===== config.mk =====
export PLATFORM = sky130hd
export DESIGN_NAME = glb_strm_f2g_packer
export DESIGN_NICKNAME = d
export VERILOG_FILES = /design/src/rtl/glb_strm_f2g_packer.sv
export SDC_FILE = /design/constraint.sdc
export NUM_CORES = 1
export LEC_CHECK = 0
export CAP_MARGIN = 20
export CORE_UTILIZATION = 50
export CTS_CLUSTER_DIAMETER = 80
export CTS_CLUSTER_SIZE = 30
export DETAILED_ROUTE_END_ITERATION = 10
export PLACE_DENSITY = 0.8
export SLEW_MARGIN = 15
export SYNTH_ARGS = -nofsm -noshare
export SYNTH_HDL_FRONTEND = slang
export SYNTH_SLANG_ARGS = --single-unit

===== constraint.sdc =====
create_clock -name clk -period 5.7 [get_ports clk]
set_input_delay 0.57 -clock clk [delete_from_list [all_inputs] [get_ports clk]]
set_output_delay 0.57 -clock clk [all_outputs]
set_load 0.01 [all_outputs]

===== src/rtl/glb_strm_f2g_packer.sv =====
// Ingress packer for one CGRA-to-GLB stream channel: gathers stream words into
// byte-strobed bank words starting at any 2-byte-aligned offset and pulses an interrupt on completion.
module glb_strm_f2g_packer #(
  parameter int CGRA_DATA_WIDTH     = 16,
  parameter int BANK_DATA_WIDTH     = 64,
  parameter int ADDR_WIDTH          = 22,
  parameter int MAX_NUM_WORDS_WIDTH = 16
) (
  input  logic                           clk,
  input  logic                           rst_n,
  input  logic [ADDR_WIDTH-1:0]          cfg_start_addr,
  input  logic [MAX_NUM_WORDS_WIDTH-1:0] cfg_num_words,
  input  logic                           strm_start_pulse,
  input  logic [CGRA_DATA_WIDTH-1:0]     data_f2g,
  input  logic                           data_valid_f2g,
  output logic                           wr_en,
  output logic [ADDR_WIDTH-1:0]          wr_addr,
  output logic [BANK_DATA_WIDTH-1:0]     wr_data,
  output logic [BANK_DATA_WIDTH/8-1:0]   wr_strb,
  output logic                           strm_f2g_interrupt,
  output logic                           busy,
  output logic [1:0]                     dbg_state_o
);

  localparam int NUM_LANES  = BANK_DATA_WIDTH / CGRA_DATA_WIDTH;
  localparam int LANE_W     = $clog2(NUM_LANES);
  localparam int LANE_BYTES = CGRA_DATA_WIDTH / 8;
  localparam int STRB_W     = BANK_DATA_WIDTH / 8;
  localparam int BANK_BYTES = BANK_DATA_WIDTH / 8;

  localparam logic [LANE_W-1:0]              LAST_LANE = LANE_W'(NUM_LANES - 1);
  localparam logic [ADDR_WIDTH-1:0]          ADDR_STEP = ADDR_WIDTH'(BANK_BYTES);
  localparam logic [ADDR_WIDTH-1:0]          ADDR_MASK = ~ADDR_WIDTH'(BANK_BYTES - 1);
  localparam logic [MAX_NUM_WORDS_WIDTH-1:0] ONE_WORD  = MAX_NUM_WORDS_WIDTH'(1);

  typedef enum logic [1:0] {
    ST_IDLE = 2'd0,
    ST_RUN  = 2'd1,
    ST_DONE = 2'd2
  } state_e;

  state_e                         state_q, state_d;
  logic [MAX_NUM_WORDS_WIDTH-1:0] remaining_q, remaining_d;
  logic [ADDR_WIDTH-1:0]          cur_addr_q, cur_addr_d;
  logic [LANE_W-1:0]              lane_q, lane_d;
  logic [BANK_DATA_WIDTH-1:0]     acc_data_q, acc_data_d;
  logic [STRB_W-1:0]              acc_strb_q, acc_strb_d;

  logic                           wr_en_q, wr_en_d;
  logic [ADDR_WIDTH-1:0]          wr_addr_q, wr_addr_d;
  logic [BANK_DATA_WIDTH-1:0]     wr_data_q, wr_data_d;
  logic [STRB_W-1:0]              wr_strb_q, wr_strb_d;
  logic                           irq_q, irq_d;
  logic                           busy_q, busy_d;

  logic [BANK_DATA_WIDTH-1:0]     merged_data;
  logic [STRB_W-1:0]              merged_strb;
  logic                           flush;

  // Accumulator with the incoming word dropped into the current lane.
  always_comb begin
    merged_data = acc_data_q;
    merged_strb = acc_strb_q;
    for (int k = 0; k < NUM_LANES; k++) begin
      if (lane_q == LANE_W'(k)) begin
        merged_data[k*CGRA_DATA_WIDTH +: CGRA_DATA_WIDTH] = data_f2g;
        merged_strb[k*LANE_BYTES +: LANE_BYTES]           = '1;
      end
    end
  end

  assign flush = (lane_q == LAST_LANE) || (remaining_q == ONE_WORD);

  always_comb begin
    state_d     = state_q;
    remaining_d = remaining_q;
    cur_addr_d  = cur_addr_q;
    lane_d      = lane_q;
    acc_data_d  = acc_data_q;
    acc_strb_d  = acc_strb_q;
    wr_en_d     = 1'b0;
    wr_addr_d   = wr_addr_q;
    wr_data_d   = wr_data_q;
    wr_strb_d   = wr_strb_q;

    unique case (state_q)
      ST_IDLE: begin
        if (strm_start_pulse) begin
          if (cfg_num_words != '0) begin
            remaining_d = cfg_num_words;
            cur_addr_d  = cfg_start_addr & ADDR_MASK;
            lane_d      = cfg_start_addr[LANE_W:1];
            acc_data_d  = '0;
            acc_strb_d  = '0;
            state_d     = ST_RUN;
          end else begin
            state_d = ST_DONE;
          end
        end
      end

      ST_RUN: begin
        if (data_valid_f2g) begin
          remaining_d = remaining_q - ONE_WORD;
          if (flush) begin
            wr_en_d    = 1'b1;
            wr_addr_d  = cur_addr_q;
            wr_data_d  = merged_data;
            wr_strb_d  = merged_strb;
            acc_data_d = '0;
            acc_strb_d = '0;
            cur_addr_d = cur_addr_q + ADDR_STEP;
            lane_d     = '0;
            if (remaining_q == ONE_WORD) begin
              state_d = ST_DONE;
            end
          end else begin
            acc_data_d = merged_data;
            acc_strb_d = merged_strb;
            lane_d     = lane_q + LANE_W'(1);
          end
        end
      end

      ST_DONE: begin
        state_d = ST_IDLE;
      end

      default: begin
        state_d = ST_IDLE;
      end
    endcase

    // Interrupt and busy are registered views of the state being entered.
    irq_d  = (state_d == ST_DONE);
    busy_d = (state_d != ST_IDLE);
  end

  always_ff @(posedge clk or negedge rst_n) begin
    if (!rst_n) begin
      state_q     <= ST_IDLE;
      remaining_q <= '0;
      cur_addr_q  <= '0;
      lane_q      <= '0;
      acc_data_q  <= '0;
      acc_strb_q  <= '0;
      wr_en_q     <= 1'b0;
      wr_addr_q   <= '0;
      wr_data_q   <= '0;
      wr_strb_q   <= '0;
      irq_q       <= 1'b0;
      busy_q      <= 1'b0;
    end else begin
      state_q     <= state_d;
      remaining_q <= remaining_d;
      cur_addr_q  <= cur_addr_d;
      lane_q      <= lane_d;
      acc_data_q  <= acc_data_d;
      acc_strb_q  <= acc_strb_d;
      wr_en_q     <= wr_en_d;
      wr_addr_q   <= wr_addr_d;
      wr_data_q   <= wr_data_d;
      wr_strb_q   <= wr_strb_d;
      irq_q       <= irq_d;
      busy_q      <= busy_d;
    end
  end

  assign wr_en              = wr_en_q;
  assign wr_addr            = wr_addr_q;
  assign wr_data            = wr_data_q;
  assign wr_strb            = wr_strb_q;
  assign strm_f2g_interrupt = irq_q;
  assign busy               = busy_q;
  assign dbg_state_o        = state_q;

endmodule


After elaboration in Yosys (flattened, before gate mapping) --
Index checks and enable logic that the tools add are counted.
Cells by class: add/sub/neg operators 3, equality and inequality tests 10, muxes and demuxes 41, reductions and logical operators 9
Operators by type and width (number):
- 64-bit 2-to-1 mux | 4
- 64-bit case mux with 2 select lines | 1
- 16-bit 2-to-1 mux | 7
- 22-bit 2-to-1 mux | 4
- 22-bit case mux with 2 select lines | 1
- 8-bit 2-to-1 mux | 4
- 16-bit case mux with 2 select lines | 1
- 2-bit 2-to-1 mux | 13
- 22-bit by 4-bit adder with 22-bit output (second input constant) | 1
- 16-bit by 1-bit == test with 1-bit output (second input constant) | 1
- 8-bit case mux with 2 select lines | 1
- 16-bit nonzero test | 1
- 16-bit by 1-bit subtractor with 16-bit output (second input constant) | 1
- 2-bit inequality test (second input constant) | 4
- 2-bit case mux with 2 select lines | 2
- 2-bit == test (second input constant) | 3
- 5-bit AND reduction | 1
- 2-bit by 1-bit == test with 1-bit output (second input constant) | 2
- 2-bit logical NOT | 2
- 4-bit AND reduction | 1
- 2-bit nonzero test | 2
- 1-bit 2-to-1 mux | 3
- 3-bit AND reduction | 1
- 2-bit by 1-bit adder with 2-bit output (second input constant) | 1
- 1-bit logical OR | 1
Storage, ports and cells: register bits after elaboration 211, bits of input ports 58, output and inout port bits 99, word-level logic and storage cells 75

Depth between registers and ports, before layout --
depth after elaboration 6, gate-level depth with buffers 9, depth with buffers taken out 7

Least setup slack after synthesis --
No wires, ideal clock.
path kind input-to-reg, start point input port cfg_num_words[3], end point register acc_data_q[10], setup time 0.121 ns, arrival 2.029 ns, required time 5.579 ns, setup slack 3.550 ns, stages on the path 7, path buffers 2, path through nor4_1 -> nand4_1 -> a31o_2 -> and3_1 -> buf_2 -> buf_2 -> a22o_1
On the way: cells in the longest elaborated chain, start to end 3
RTL lines:
- start, declared | line 12 | input logic [MAX_NUM_WORDS_WIDTH-1:0] cfg_num_words,
- 16-bit nonzero test | line 89 | if (cfg_num_words != '0) begin
- 2-bit inequality test (no source line)
- 4-bit AND reduction (no source line)
- end signal, assigned | line 158 | acc_data_q <= acc_data_d;
- end, declared | line 46 | logic [BANK_DATA_WIDTH-1:0] acc_data_q, acc_data_d;
No other way between the ends. A chain may end at the register's enable or synchronous reset.

Worst setup path in the final report --
start point register state_q[1] (netlist: dbg_state_o[1]), end point register acc_data_q[0]
On the way: cells in the longest elaborated chain, start to end 3, elaborated cells on any way between the ends 8, those cells by class 4 x eq/ne; 1 x mux; 3 x reduce/logical
RTL lines:
- start, declared | line 42 | state_e state_q, state_d;
- start signal, assigned | line 154 | state_q <= state_d;
- 2-bit by 1-bit == test with 1-bit output / 2-bit logical NOT (equally long branches) | line 86 | unique case (state_q)
- 2-bit inequality test (no source line) / 2-bit nonzero test (equally long branches)
- 4-bit AND reduction (no source line)
Several ways; a longest one is shown, not always the timed one.

==> metrics.yaml <==
run_status:
  status: "complete, but fails checks"
  violations: "DRC"
floorplan:
  rows: 49
  die-area_sq_mm: 0.0194
  die_h_um: 139
  num_io_pins: 157
  design.core.area_sq_mm: 0.0182
  initial_utilization: 0.516
  fp.dieW_um: 139
synth:
  ys_ff_latch: 205
  yosys-top-cells-count: "dfrtp_1 (205), mux2_2 (118), a22o_1 (48), a21oi_1 (37), nor2_1 (35)"
  synthCells: 767
  synth.area.top_cells: "dfrtp_1 (55%), mux2_2 (14%), a22o_1 (4.5%)"
  ys_seq_area_frac: 0.546
  syn_area_sq_mm: 0.00940
  synth.distinct_cells: 63
  synth_async_sr_flop_share: 1.00
  synth_most_common_cell: "dfrtp_1"
  synth-edff-count: 0
  syn_avg_cell_area_sq_um: 12.3
  yosysWarnings: 0
  yosys.area.top_type: "dfrtp_1"
  synth_top_area_share: 0.546
  synth_flop_cell: "dfrtp_1"
global_routing:
  overflow: 0
  track_usage: 0.228
  antenna_found_initial: 0
  grt_pass1_wl_um: 35300
  grt_max_degree: 118
  grt_pass1_vias: 6515
worst_setup_path:
  timing_worst_setup_path_type: "reg2reg"
  r2r_cells: 5
  crit_fanout: 51
  crit_path_start_kind: "register"
  arrival_ns: 3.74
  reg2reg_slack_ns: 2.37
  critical_path.endpoint_type: "register"
  r2r-end: "acc_data_q[0]"
  cp.required_ns: 6.11
  reg2reg_from: "dbg_state_o[1]"
  endpoint: "acc_data_q[0]"
  startpoint: "dbg_state_o[1]"
sta:
  tns_ns: 0
  timing.slew.headroom: 0.275
  worstMarginPinSlew_ns: 1.09
  skew_ns: 0.0148
  rsz0062_at_grt: "no"
  max_freq_mhz: 300
  hold_ws_ns: 0.212
  finalSetupViolations: 0
  period_share: 0.585
  slew_violations: 0
  period_minus_slack_ns: 3.33
  hold_violations: 0
power_and_ir_drop:
  max-vdd-ir-drop_uv: 338
  p_leak_nw: 5.07
  power_density_mw_per_mm2: 512
route:
  firstDrtPassIters: 10
  vias_per_cell: 5.94
  routed_wl_um: 21900
  wl_per_cell_um: 19.6
  drc: 14
  ant_nets: 0
  drt_iter0_drc: 647
  via_count: 6639
placed_design:
  hpwlAfterDp_um: 13600
  place_congestion: 0.864
  numPortBuffers: 152
clocking:
  cts_sinks: 205
  cts_root_buf: "clkbuf_16"
  cts_setup_buffers: 0
  cts_tree: "built"
  cts_buffer_depth: 3
  numCtsBuffers: 11
  clk_latency_ns: 0.47
  hold_buffers: 0
  clk_pin_slew_ns: 0.11
  htreeDepth: 1
  cts_resized: 0
job:
  maxCapViolations: 0
finish:
  drive_above_1_share: 0.184
  n_antenna_cell: 0
  nets: 952
  fillers: 1430
  areaGrowthSynthToFinish_pct: 21.2
hold_path:
  hold_path.class: "in2async"
[registers in the layout, indices dropped and copies added (netlist names)]
register / cells
acc_data_q: 64
acc_strb_q: 8
busy: 1
cur_addr_q: 19
dbg_state_o: 2
lane_q: 2
remaining_q: 16
strm_f2g_interrupt: 1
wr_addr: 19
wr_data: 64
wr_en: 1
wr_strb: 8
[layout make-up]
cell class,instances,area (sq um),area share
Clock buffer,11,275,0.0242
Clock inverter,4,87.6,0.00769
Inverter,12,45.0,0.00396
Multi-Input combinational cell,496,3960,0.348
Sequential cell,205,5130,0.450
Tap cell,229,287,0.0252
Timing Repair Buffer,161,1600,0.141
[kinds of logic after synthesis]
logic type / count (synthesis) / synth area share
flip-flops: 205 / 0.546
buffers and inverters: 68 / 0.0359
adder cells (fa/ha/maj): 7 / 0.00932
multiplexers: 155 / 0.185
AND/OR/NAND/NOR: 151 / 0.0892
other: 1 / 0.000399
AO/OA/AOI/OAI: 180 / 0.135
[report_power, final]
part	leakage [nW]	total (mW)	internal, mW	switching (mW)
Sequential	2.62	2.50	2.06	0.442
Clock	0.174	0.935	0.455	0.480
Combinational	2.27	2.40	1.35	1.05
[placed cells by master, fill, tap and decap left out, types with 8 or more instances in the layout]
master / n
dfrtp_1: 205
nor2_1: 35
and3_1: 9
nand3_1: 16
clkdlybuf4s50_1: 151
a31oi_1: 13
inv_1: 12
clkbuf_16: 11
mux2_2: 118
a22o_1: 48
mux2_1: 29
a21oi_1: 37
buf_4: 8
mux2i_1: 8
nor3_1: 18
and2_1: 21
o22a_1: 8
nand2_1: 18
o21ai_0: 28
[worst max-delay path: stages, from the launching register on]
cell and delay, ns:
dfrtp_1 0.42, nand2b_2 0.65, nor2_1 0.35, o21a_1 0.71
and3_1 0.85, a22o_1 0.27
[per-stage QoR]
| step | setup slack (ns) | cells | instance area, sq um | utilization | power [mW] |
|---|---|---|---|---|---|
| finish | 2.37 | 1118 | 11400 | 0.625 | 5.83 |
| CTS | 2.42 | 1117 | 11400 | 0.625 | 5.87 |
| global placement | 2.37 | 1102 | 11000 | 0.605 | 4.84 |
| detailed placement | 2.39 | 1102 | 11000 | 0.605 | 4.91 |
| global route | 2.14 | 1118 | 11400 | 0.625 | 6.17 |
| floorplan | 3.55 | 769 | 9410 | - | 3.88 |
[worst min-delay path by stage]
stage	startpoint	end	slack, ns
floorplan	rst_n	acc_data_q[0]	0.27
global placement	acc_strb_q[7]	acc_strb_q[7]	0.46
detailed placement	acc_strb_q[6]	acc_strb_q[6]	0.46
CTS	rst_n	wr_addr[9]	0.26
global route	rst_n	wr_addr[9]	0.30
finish	rst_n	wr_addr[9]	0.21
[metal layers]
metal	wire length, um	GRT usage
met4	277	0.0450
met5	0	0
met2	10100	0.361
met3	1540	0.0411
met1	10000	0.332
(Power assumes the default switching activity.)
